File: src/rtl/bit_serial_pkg.sv
// Shared types and constants for the bit-serial adder.
// State encoding and default operand width.
package bit_serial_pkg;

   localparam int DEFAULT_N = 8;

   typedef enum logic [1:0] {
      IDLE  = 2'd0,
      SHIFT = 2'd1,
      DONE  = 2'd2
   } state_t;

endpackage

File: src/rtl/fa_cell.sv
// Combinational 1-bit full adder.
// The single arithmetic cell reused every cycle by the serial adder.
module fa_cell (
   input  logic A,
   input  logic B,
   input  logic C,
   output logic Sum,
   output logic Carry
);

   // Sum and carry of three input bits
   always_comb begin
      Sum   = A ^ B ^ C;
      Carry = (A & B) | (C & (A | B));
   end

endmodule

File: src/rtl/bit_serial_adder.sv
// Bit-serial N-bit adder: one full-adder cell, LSB-first.
// Optional macro OVERFLOW_FLAG_EN adds the signed overflow output ovf.
module bit_serial_adder
   import bit_serial_pkg::*;
#(
   parameter int N = DEFAULT_N
) (
   input  logic         clk,
   input  logic         rst_n,
   input  logic         start,
   input  logic [N-1:0] a_in,
   input  logic [N-1:0] b_in,
   input  logic         cin,
   output logic         busy,
   output logic         done,
   output logic [N-1:0] sum,
   output logic         cout
`ifdef OVERFLOW_FLAG_EN
   ,
   output logic         ovf
`endif
);

   localparam int CNT_W = (N > 1) ? $clog2(N) : 1;

   state_t           state;
   logic [N-1:0]     a_sr;
   logic [N-1:0]     b_sr;
   logic [N-1:0]     sum_sr;
   logic [N-1:0]     sum_shift;
   logic             carry;
   logic [CNT_W-1:0] cnt;
   logic             cout_r;
   logic             fa_sum;
   logic             fa_carry;
   logic             last;

   fa_cell u_fa (
      .A     (a_sr[0]),
      .B     (b_sr[0]),
      .C     (carry),
      .Sum   (fa_sum),
      .Carry (fa_carry)
   );

   // New sum bit enters at the MSB, older bits move toward the LSB
   generate
      if (N == 1) begin : g_one
         assign sum_shift = fa_sum;
      end else begin : g_many
         assign sum_shift = {fa_sum, sum_sr[N-1:1]};
      end
   endgenerate

   // Final bit is being processed when the counter reaches N-1
   always_comb begin
      last = (cnt == CNT_W'(N - 1));
   end

   // Sequencer: load, shift one bit per clock, then pulse done
   always_ff @(posedge clk) begin
      if (!rst_n) begin
         state  <= IDLE;
         a_sr   <= '0;
         b_sr   <= '0;
         sum_sr <= '0;
         carry  <= 1'b0;
         cnt    <= '0;
         cout_r <= 1'b0;
      end else begin
         unique case (state)
            IDLE: begin
               if (start) begin
                  a_sr  <= a_in;
                  b_sr  <= b_in;
                  carry <= cin;
                  cnt   <= '0;
                  state <= SHIFT;
               end
            end
            SHIFT: begin
               sum_sr <= sum_shift;
               a_sr   <= a_sr >> 1;
               b_sr   <= b_sr >> 1;
               carry  <= fa_carry;
               cnt    <= cnt + 1'b1;
               if (last) begin
                  cout_r <= fa_carry;
                  state  <= DONE;
               end
            end
            DONE: begin
               state <= IDLE;
            end
            default: begin
               state <= IDLE;
            end
         endcase
      end
   end

`ifdef OVERFLOW_FLAG_EN
   logic ovf_r;

   // Overflow: carry into the MSB differs from carry out of it
   always_ff @(posedge clk) begin
      if (!rst_n) begin
         ovf_r <= 1'b0;
      end else if (state == SHIFT && last) begin
         ovf_r <= carry ^ fa_carry;
      end
   end

   assign ovf = ovf_r;
`endif

   assign busy = (state == SHIFT);
   assign done = (state == DONE);
   assign sum  = sum_sr;
   assign cout = cout_r;

endmodule

File: config.mk
export PLATFORM = sky130hd
export DESIGN_NAME = bit_serial_adder
export DESIGN_NICKNAME = d
export VERILOG_FILES = /design/src/rtl/bit_serial_pkg.sv /design/src/rtl/fa_cell.sv /design/src/rtl/bit_serial_adder.sv
export SDC_FILE = /design/constraint.sdc
export NUM_CORES = 1
export LEC_CHECK = 0
export CAP_MARGIN = 20
export CORE_ASPECT_RATIO = 0.9
export CORE_UTILIZATION = 40
export CTS_CLUSTER_SIZE = 16
export DETAILED_ROUTE_END_ITERATION = 16
export DONT_BUFFER_PORTS = 1
export PLACE_DENSITY = 0.66
export SYNTH_ARGS = -nofsm -noshare
export SYNTH_HDL_FRONTEND = slang
export SYNTH_SLANG_ARGS = --single-unit
File: constraint.sdc
create_clock -name clk -period 1.2 [get_ports clk]
set_input_delay 0.12 -clock clk [delete_from_list [all_inputs] [get_ports clk]]
set_output_delay 0.12 -clock clk [all_outputs]
set_load 0.03 [all_outputs]
==> summary.md, run 1 <==
| Metric | Value |
|---|---|
| Status | `finished clean` |
| Synthesis Warnings | `0` |
| Die height | `between 50 and 60 µm` |
| Synth Net Count | `167` |
| DRT met1 WL | `1226 µm` |
| Slowest-stage cell, CP | `dfxtp_4` |
| Worst-Margin Slew | `0.5645 ns` |
| Synth top area share | `0.4614` |
| # diodes | `0` |
| Switching power of the nets | `between 500 and 600 µW` |
| Drt initial violations | `43` |
| Worst hold start | `rst_n` |
| CP required | `1.08 ns` |
| Post-Route Skew | `0.008570 ns` |
| Hold_ws | `approximately 0.0055 ns` |
| Met2 wire length | `between 1000 and 1500 µm` |
| Post-route ant nets | `0` |
| Cts bufs inserted | `5` |
| FF-to-FF End | `a_sr[3]` |
| Worst VDD drop | `0.7780 mV` |
| Top Layer Used | `met4` |
| Via/cell ratio | `5.480` |
| Final cell count without fillers | `200` |
| CP peak stage delay | `0.36 ns` |
| Seq/Total Area, Yosys | `0.4614` |
| Yosys reg bits | `31` |
| HPWL Detailed | `1831 µm` |
| CP Cell Sequence | `nand2b_4 > inv_8 > buf_6` |
| Largest net degree at the start of global routing | `20` |
| Final setup violation count | `0` |
| Mapped Cells | `~140` |
| Total number of vias | `1096` |
| Post-Place Cells | `190` |
| Hold WC Path Type | `input pin to flip-flop` |
| Hold Fails Final Rpt | `0` |
| Die width | `around 63 µm` |
| Mapped Avg Cell Area | `9.341 µm²` |
| Cell Area, Synth | `1345 µm²` |
| Global-route wire length before repair | `4512 µm` |
| EDFF count, synth | `0` |
| Reg2reg setup slack | `0.06 ns` |
| Crit end category | `output pin` |
| Synth Flop Type | `dfxtp_1` |
| Number of port buffers | `0` |
| Worst R2R Path Depth | `3` |
| Post-synth top cells | `31 x dfxtp_1, 23 x nand2_1, 16 x mux2i_1, 15 x o211ai_1, 11 x o21ai_1` |
| Final period utilization | `0.9697` |
| CTS root buf | `clkbuf_8` |
| Clock share of power | `0.354` |
| Nets | `182` |
| Clock Path Buffers | `2` |
| Final GP Congestion | `0.7301` |
| Critical R2R Launch | `state[0]` |
| Final TNS setup | `0 ns` |
| Type of origin of the critical path | `flip-flop` |
| Seq pwr share | `0.535` |
| Combinational share of power | `0.111` |
| Drt drc | `0` |
| GR Overflow Total | `0` |
| CP bufs+invs | `2` |
| # rows | `19` |
| Largest cells by area after synthesis | `dfxtp_1 46%, mux2i_1 12%, o211ai_1 8.4%, nand2_1 6.4%, o21ai_1 4.1%` |
| Routed wire length on met3 | `173 µm` |
| Critical path class | `flip-flop to output pin` |
| FMAX | `0.8594 GHz` |
| Worst path depth | `3` |
| Ports | `31` |
| CTS H-tree depth | `2` |
| Critical Path AT | `~1.0 ns` |
| Internal | `1572 µW` |
| Most area-hungry cell type in the Yosys netlist | `dfxtp_1` |
| Worst slew margin | `0.6237` |
| Hold EP | `b_sr[2]` |
| WL final | `around 2700 µm` |
| Clock period minus worst slack | `1.164 ns` |
| RSZ-0062 raised after global routing | `false` |
| Total track usage | `0.1654` |
| Top-count cell post-synth | `dfxtp_1` |
| Vias in the first global route | `1023` |
| Core area | `3138 µm²` |
| Max Fanout on Critical Path | `14` |
| Pre-antenna DRT Iters | `4` |
| Die ar. | `3599 µm²` |
| CTS tree | `done` |
| Pwr Density | `about 1300 nW/µm²` |
| Lkg Pwr | `between 0.0006 and 0.0007 µW` |
| Synth unique cells | `25` |
| Antenna violations before repair | `0` |
| Max-cap violations | `0` |
| Slew Limit Fails | `0` |
| Clk sinks | `31` |
| Async set-or-reset flop fraction in the synthesized netlist | `0` |
| CTS clock-pin slew for the worst setup and hold paths | `0.06 ns` |
| Insertion delay to the later sink of the worst-skew pair | `0.28 ns` |
| Kind of cell adding the most delay to the critical path | `flip-flops` |
| DR WL/cell | `13.71 µm` |
| Depth of the worst hold-timing path | `2` |
| Area Growth Syn to Fin | `20.28%` |
| Initial core utilization | `0.4286` |
| Switch share | `0.2456` |
| Share of cells above drive strength 1 | `0.1962` |
flip-flops by register name (all words and copies together) (netlist names):
signal and count:
b_sr 8, carry 1, cout 1, state 2
sum 8, cnt 3, a_sr 8
metrics by stage:
step	area (µm²)	utilization	worst slack, ns	power [µW]
2_1_floorplan	1356	-	0.007165	1308
3_3_place_gp	1458	0.4645	0.05670	1325
3_5_place_dp	1458	0.4645	-0.02677	1335
4_1_cts	1588	0.5060	-0.005887	2086
5_1_grt	1618	0.5156	0.002872	2173
6_report	1618	0.5156	0.03634	2084
power by group through the flow:
| stage | clock network, µW | registers [µW] | logic, µW |
|---|---|---|---|
| 6_report | 739 | 1110 | 231 |
| 5_1_grt | 794 | 1120 | 260 |
| 4_1_cts | 748 | 1120 | 221 |
| 3_5_place_dp | 0 | 1140 | 198 |
| 3_3_place_gp | 0 | 1130 | 190 |
| 2_1_floorplan | 0 | 1140 | 173 |
cell type report:
class	instances	area, µm²
Multi-Input combinational cell	100	681.9
Inverter	2	15.01
Tap cell	42	52.55
Fill cell	303	1520
Timing Repair Buffer	19	167.7
Sequential cell	31	628.1
Clock buffer	6	72.57
layer usage:
metal / track usage / vias to the layer above
met1: 0.1967 / 525
li1: - / 542
met4: 0.05980 / 0
met3: 0.08200 / 3
met5: 0 / -
met2: 0.2581 / 26
layout by cell type, fill, tap and decap left out, types with 2 or more instances in the layout:
cell and count:
a21boi_0 4, a21boi_1 5, buf_4 13, buf_6 2
clkbuf_8 5, dfxtp_1 29, dfxtp_4 2, dlygate4sd3_1 2
mux2i_1 16, nand2_1 23, nand3_1 3, nor2_2 2
o211ai_1 15, o21ai_0 3, o21ai_1 16, o22ai_1 2
or3b_4 2
worst register-to-register path, stage by stage, from the launching register on:
cell,delay [ns]
dfxtp_4,0.38
nor2_2,0.07
or3b_4,0.45
o21ai_1,0.17
worst max path at each step:
stage / end / slack, ns / from
after floorplan: state[1] / 0.007 / state[0]
after global placement: a_sr[4] / 0.06 / state[0]
after detailed placement: a_sr[3] / -0.03 / state[0]
after CTS: a_sr[2] / -0.006 / state[0]
after global routing: busy / 0.003 / state[1]
final: busy / 0.04 / state[1]
logic make-up after synthesis:
logic type | Yosys count | synth area share
AO/OA/AOI/OAI | 46 | 0.2177
AND/OR/NAND/NOR | 34 | 0.1116
flip-flops | 31 | 0.4614
multiplexers | 16 | 0.1191
buffers and inverters | 14 | 0.05673
adder cells (fa/ha/maj) | 3 | 0.03349
timing repair:
item / 4_1_cts / 5_1_grt
hold endpoints to repair: 17 / 0
hold buffers: 4 / 0
gates cloned: 0 / 1
setup endpoints to repair: 5 / 20
resized for setup: 6 / 15
buffers inserted: 0 / 0
pin swaps: 0 / 2
No activity file was read; power rests on OpenSTA's default activity.
==> run 2: changes to the inputs <==
Settings changed: CORE_UTILIZATION 40 to 55, PLACE_DENSITY 0.66 to 0.8.
Clock period 1.2 ns to 1.3 ns, I/O delays scaled along.
==> run 2 against run 1 <==
- the run now ends with negative hold slack left
- clock skew down 0.0028 ns
- count of clock-buffer cells in the layout is the same
- hold slack got worse by 0.060 ns
- final area decreased by 3.6%
- setup slack better by 0.0021 ns
- register-to-register slack better by 0.04 ns
- combinational power down 18%
- first-iteration DRC count shrank 88%
- flip-flop and latch count unchanged
- critical path depth shrank 1
- total power shrank 14%
- non-clock buffer count is the same
==> summary.md, run 2 (synthesized netlist as in run 1, its figures left out) <==
| Metric | Value |
|---|---|
| Hold-fix buffers at CTS | `8 (was 4)` |
| Die height | `48.92 µm (was 57.01 µm)` |
| WL final | `2656 µm (was 2741 µm)` |
| Final setup violation count | `0 (unchanged)` |
| CTS H-tree depth | `2 (unchanged)` |
| Pwr Density | `1148 nW/µm² (was 1288 nW/µm²)` |
| Type of origin of the critical path | `flip-flop (unchanged)` |
| Antenna violations before repair | `0 (unchanged)` |
| CTS root buf | `clkbuf_4 (was clkbuf_8)` |
| Worst VDD drop | `0.9779 mV (was 0.7780 mV)` |
| Clock period minus worst slack | `around 1.3 ns` |
| Clock share of power | `0.314 (was 0.354)` |
| Switching power of the nets | `450.3 µW (was 512.0 µW)` |
| FF-to-FF End | `a_sr[5] (was a_sr[3])` |
| Max-cap violations | `0 (unchanged)` |
| Area Growth Syn to Fin | `16.00% (was 20.28%)` |
| FILL cells | `193 (was 303)` |
| Depth of the worst hold-timing path | `1 (was 2)` |
| Worst hold start | `rst_n (unchanged)` |
| Final GP Congestion | `0.7630 (was 0.7301)` |
| # diodes | `0 (unchanged)` |
| Number of port buffers | `0 (unchanged)` |
| Critical path class | `flip-flop to output pin (unchanged)` |
| Drt initial violations | `5 (was 43)` |
| Post-route ant nets | `0 (unchanged)` |
| Critical R2R Launch | `state[0] (unchanged)` |
| Die width | `54.13 µm (was 63.13 µm)` |
| Failing checks | `negative hold slack` |
| Insertion delay to the later sink of the worst-skew pair | `0.33 ns (was 0.28 ns)` |
| Share of cells above drive strength 1 | `0.1582 (was 0.1962)` |
| HPWL Detailed | `1785 µm (was 1831 µm)` |
| Worst-Margin Slew | `0.3692 ns (was 0.5645 ns)` |
| DR WL/cell | `14.36 µm (was 13.71 µm)` |
| GR Overflow Total | `0 (unchanged)` |
| Combinational share of power | `0.106 (was 0.111)` |
| Global-route wire length before repair | `4360 µm (was 4512 µm)` |
| Status | `finished with violations (was finished clean)` |
| Total track usage | `0.2310 (was 0.1654)` |
| Critical Path AT | `1.13 ns (was 1.04 ns)` |
| Switch share | `0.2515 (was 0.2456)` |
| Internal | `1340 µW (was 1572 µW)` |
| # rows | `16 (was 19)` |
| Clk sinks | `31 (unchanged)` |
| Via/cell ratio | `5.746 (was 5.480)` |
| Final TNS setup | `0 ns (unchanged)` |
| Total number of vias | `1063 (was 1096)` |
| Clock Path Buffers | `2 (unchanged)` |
| Seq pwr share | `0.580 (was 0.535)` |
| Hold WC Path Type | `input pin to flip-flop (unchanged)` |
| Drt drc | `0 (unchanged)` |
| Vias in the first global route | `1016 (was 1023)` |
| Nets | `181 (was 182)` |
| Slew Limit Fails | `0 (unchanged)` |
| Ports | `31 (unchanged)` |
| Crit end category | `output pin (unchanged)` |
| Die ar. | `2648 µm² (was 3599 µm²)` |
| Reg2reg setup slack | `0.10 ns (was 0.06 ns)` |
| Pre-antenna DRT Iters | `6 (was 4)` |
| RSZ-0062 raised after global routing | `false (unchanged)` |
| Post-Route Skew | `0.005732 ns (was 0.008570 ns)` |
| Hold EP | `sum[1] (was b_sr[2])` |
| Lkg Pwr | `0.0005801 µW (was 0.0006134 µW)` |
| Most common cell after layout, fill and taps aside | `dfxtp_1 (unchanged)` |
| CTS tree | `done (unchanged)` |
| Finished Core Util | `0.6959 (was 0.5156)` |
| Max Fanout on Critical Path | `9 (was 14)` |
| Core area | `2242 µm² (was 3138 µm²)` |
| Hold_ws | `-0.05465 ns (was 0.005507 ns)` |
| Initial core utilization | `0.5999 (was 0.4286)` |
| Largest net degree at the start of global routing | `37 (was 20)` |
| Cts bufs inserted | `5 (unchanged)` |
| CTS clock-pin slew for the worst setup and hold paths | `0.09 ns (was 0.06 ns)` |
| Most frequent cells in the layout | `29 x dfxtp_1, 23 x nand2_1, 16 x mux2i_1, 15 x o211ai_1, 11 x o21ai_1 (was 29 x dfxtp_1, 23 x nand2_1, 16 x mux2i_1, 16 x o21ai_1, 15 x o211ai_1)` |
| Post-CTS setup buffers | `0 (unchanged)` |
| Worst R2R Path Depth | `3 (unchanged)` |
| CP required | `1.17 ns (was 1.08 ns)` |
| Hold Fails Final Rpt | `29 (was 0)` |
| Worst slew margin | `0.7535 (was 0.6237)` |
| FMAX | `0.7926 GHz` |
| Final period utilization | `0.9705` |
-- run 2: cell count changes in the layout (fill, tap and decap cells not counted), moves of 3 or more --
cell / previous run / this run
clkbuf_4: 0 / 5
dlygate4sd3_1: 2 / 8
buf_4: 13 / 10
o21ai_1: 16 / 11
o21ai_0: 3 / 8
clkbuf_8: 5 / 1
-- run 2: power groups by stage --
stage	clock network, µW	registers [µW]	logic, µW
after floorplan	0	1050	157
after global placement	0	1050	164
after detailed placement	0	1060	168
after CTS	580	1040	185
after global routing	616	1040	209
final	563	1040	190
-- run 2: per-stage QoR --
step | area [µm²] | power, µW | cells | setup WS, ns
after floorplan | 1348 | 1205 | 144 | 0.02119
after global placement | 1396 | 1218 | 170 | 0.1914
after detailed placement | 1396 | 1226 | 170 | 0.1064
after CTS | 1550 | 1803 | 185 | 0.005329
after global routing | 1560 | 1869 | 185 | 0.008159
final | 1560 | 1790 | 185 | 0.03839
-- run 2: layout make-up --
cell class                 count  area, µm²  share of cell area
multi-input combinational     99      665.6              0.4266
sequential                    31      623.1              0.3994
timing repair buffer          19      166.4              0.1067
clock buffer                   6      51.30             0.03288
tap                           27      33.78             0.02165
inverter                       2      15.01            0.009623
clock inverter                 1      5.005            0.003208
-- run 2: worst max path at each step --
stage	to	from	cells past startpoint	slack (ns)
2_1_floorplan	done	state[1]	3	0.02
3_3_place_gp	a_sr[5]	state[0]	3	0.19
3_5_place_dp	cnt[1]	state[0]	4	0.11
4_1_cts	done	state[0]	2	0.005
5_1_grt	done	state[1]	2	0.008
6_report	done	state[1]	2	0.04
-- run 2: per-layer routing --
layer / share of wire / track usage / up-vias / routed length (µm)
li1: - / - / 541 / -
met1: 0.47 / 0.2885 / 482 / 1248
met2: 0.45 / 0.3374 / 29 / 1200
met3: 0.049 / 0.07165 / 11 / 131
met4: 0.028 / 0.1410 / 0 / 75
met5: 0 / 0 / - / 0
-- run 2: repair_timing --
action,CTS,global route
setup endpoints to repair,2,11
endpoints found under the hold margin,31,28
resized for setup,4,4
pin swaps,0,0
-- run 2: critical path, cell delays in order, from the launching register on --
cell and delay [ns]:
dfxtp_2 0.37, buf_4 0.17, nor2b_4 0.26
==> run 3: changes to the inputs <==
Settings changed: CAP_MARGIN 20 to not set, PLACE_DENSITY 0.8 to 0.67, RECOVER_POWER set to 25.
==> run 3 against run 2 <==
- the flow still finishes with violations (negative hold slack)
- clock skew about the same
- final area increased by 0.24%
- fmax increased by 2.4%
- flip-flop and latch count unchanged
- critical path depth increased by 1
- wire length decreased by 2.5%
- count of clock-buffer cells in the layout unchanged
- setup slack improved by 0.029 ns
- register-to-register slack about the same
==> summary.md, run 3 (synthesized netlist as in run 1, its figures left out) <==
| Metric | Value |
|---|---|
| Final instance area | `1564 µm² (was 1560 µm²)` |
| CP required | `1.17 ns (about the same)` |
| Clock Path Buffers | `2 (unchanged)` |
| Via/cell ratio | `5.707 (was 5.746)` |
| Clock period minus worst slack | `1.232 ns (was 1.262 ns)` |
| Largest net degree at the start of global routing | `37 (unchanged)` |
| Drt initial violations | `21 (was 5)` |
| CTS tree | `done (unchanged)` |
| CTS clock-pin slew for the worst setup and hold paths | `0.09 ns (about the same)` |
| Area Growth Syn to Fin | `16.28% (was 16.00%)` |
| Clk sinks | `31 (unchanged)` |
| Critical Path AT | `1.10 ns (was 1.13 ns)` |
| Pre-antenna DRT Iters | `4 (was 6)` |
| Ports | `31 (unchanged)` |
| Initial core utilization | `0.5999 (unchanged)` |
| CTS H-tree depth | `2 (unchanged)` |
| Pre-CTS setup slack | `0.09276 ns (was 0.1064 ns)` |
| Max Fanout on Critical Path | `14 (was 9)` |
| Vias in the first global route | `1005 (was 1016)` |
| Type of origin of the critical path | `flip-flop (unchanged)` |
| Hold_ws | `-0.05459 ns (was -0.05465 ns)` |
| Share of cells above drive strength 1 | `0.1304 (was 0.1582)` |
| Nets | `185 (was 181)` |
| # rows | `16 (unchanged)` |
| Final period utilization | `0.9479 (was 0.9705)` |
| Depth of the worst hold-timing path | `2 (was 1)` |
| Die height | `48.92 µm (unchanged)` |
| Worst slew margin | `0.7500 (was 0.7535)` |
| Insertion delay to the later sink of the worst-skew pair | `0.32 ns (was 0.33 ns)` |
| DP Area | `1404 µm² (was 1396 µm²)` |
| Register area | `623.1 µm² (unchanged)` |
| Final GP Congestion | `0.7649 (was 0.7630)` |
| CTS root buf | `clkbuf_4 (unchanged)` |
| Max-cap violations | `0 (unchanged)` |
| Hold WC Path Type | `input pin to flip-flop (unchanged)` |
| Final setup violation count | `0 (unchanged)` |
| Post-Route Skew | `0.005412 ns (was 0.005732 ns)` |
| Total number of vias | `1073 (was 1063)` |
| FILL cells | `181 (was 193)` |
| Total track usage | `0.2222 (was 0.2310)` |
| Drt drc | `0 (unchanged)` |
| Setup ws final | `0.06777 ns (was 0.03839 ns)` |
| # diodes | `0 (unchanged)` |
| Antenna violations before repair | `0 (unchanged)` |
| Critical path class | `flip-flop to output pin (unchanged)` |
| Most frequent cells in the layout | `29 x dfxtp_1, 23 x nand2_1, 16 x mux2i_1, 15 x o211ai_1, 12 x o21ai_1 (was 29 x dfxtp_1, 23 x nand2_1, 16 x mux2i_1, 15 x o211ai_1, 11 x o21ai_1)` |
| GR Overflow Total | `0 (unchanged)` |
| HPWL Detailed | `1639 µm (was 1785 µm)` |
| FMAX | `0.8115 GHz (was 0.7926 GHz)` |
| Slew Limit Fails | `0 (unchanged)` |
| Status | `finished with violations (unchanged)` |
| Final TNS setup | `0 ns (unchanged)` |
| Failing checks | `negative hold slack (unchanged)` |
| Most common cell after layout, fill and taps aside | `dfxtp_1 (unchanged)` |
| Finished Core Util | `0.6975 (was 0.6959)` |
| Worst VDD drop | `1.008 mV (was 0.9779 mV)` |
| Die width | `54.13 µm (unchanged)` |
| Worst-Margin Slew | `0.3744 ns (was 0.3692 ns)` |
| Lkg Pwr | `0.0005700 µW (was 0.0005801 µW)` |
| Number of port buffers | `0 (unchanged)` |
| WL final | `2589 µm (was 2656 µm)` |
| Hold Fails Final Rpt | `29 (unchanged)` |
| DR WL/cell | `13.77 µm (was 14.36 µm)` |
| Core area | `2242 µm² (unchanged)` |
| Pwr Density | `1102 nW/µm² (was 1148 nW/µm²)` |
| Cts bufs inserted | `5 (unchanged)` |
| RSZ-0062 raised after global routing | `false (unchanged)` |
| Crit end category | `output pin (unchanged)` |
| Post-route ant nets | `0 (unchanged)` |
| Global-route wire length before repair | `4312 µm (was 4360 µm)` |
| Multi-input gate area | `663.1 µm² (was 665.6 µm²)` |
| Die ar. | `2648 µm² (unchanged)` |
| Worst R2R Path Depth | `3 (unchanged)` |
run 3: cell type report:
class	instances	share of cell area
Timing Repair Buffer	23	0.1216
Tap cell	27	0.02160
Inverter	2	0.008000
Sequential cell	31	0.3984
Multi-Input combinational cell	99	0.4240
Clock buffer	6	0.02640
run 3: timing repair:
item / in CTS / in global routing
setup endpoints to repair: 2 / 3
gates resized for setup: 4 / 3
buffers inserted: 0 / 1
hold endpoints to repair: 31 / 28
hold buffers: 9 / 1
run 3: metrics by stage:
step | cells | total power (µW)
CTS | 186 | 1733
global route | 188 | 1812
finish | 188 | 1723
floorplan | 144 | 1205
global placement | 171 | 1224
detailed placement | 171 | 1230
run 3: per-layer routing:
metal	vias up	global-route usage	share of wire
li1	546	-	-
met1	497	0.2967	0.47
met2	27	0.3333	0.46
met3	3	0.08723	0.058
met4	0	0.05128	0.010
met5	-	0	0
run 3: worst paths after layout:
kind / from / end / slack, ns
hold / removal: rst_n / cnt[0] / -0.05
hold reg to reg: cnt[0] / cnt[0] / 0.48
setup reg to reg: state[1] / a_sr[2] / 0.10
setup / recovery: state[1] / busy / 0.07
run 3: report_power, final:
group	internal [µW]	switching, µW
Clock	192	302
Combinational	96.0	96.0
Sequential	998	39.6
run 3: critical path: stages, from the launching register on:
cell	delay (ns)
dfxtp_2	0.35
nand2b_4	0.14
clkinv_4	0.10
buf_4	0.19
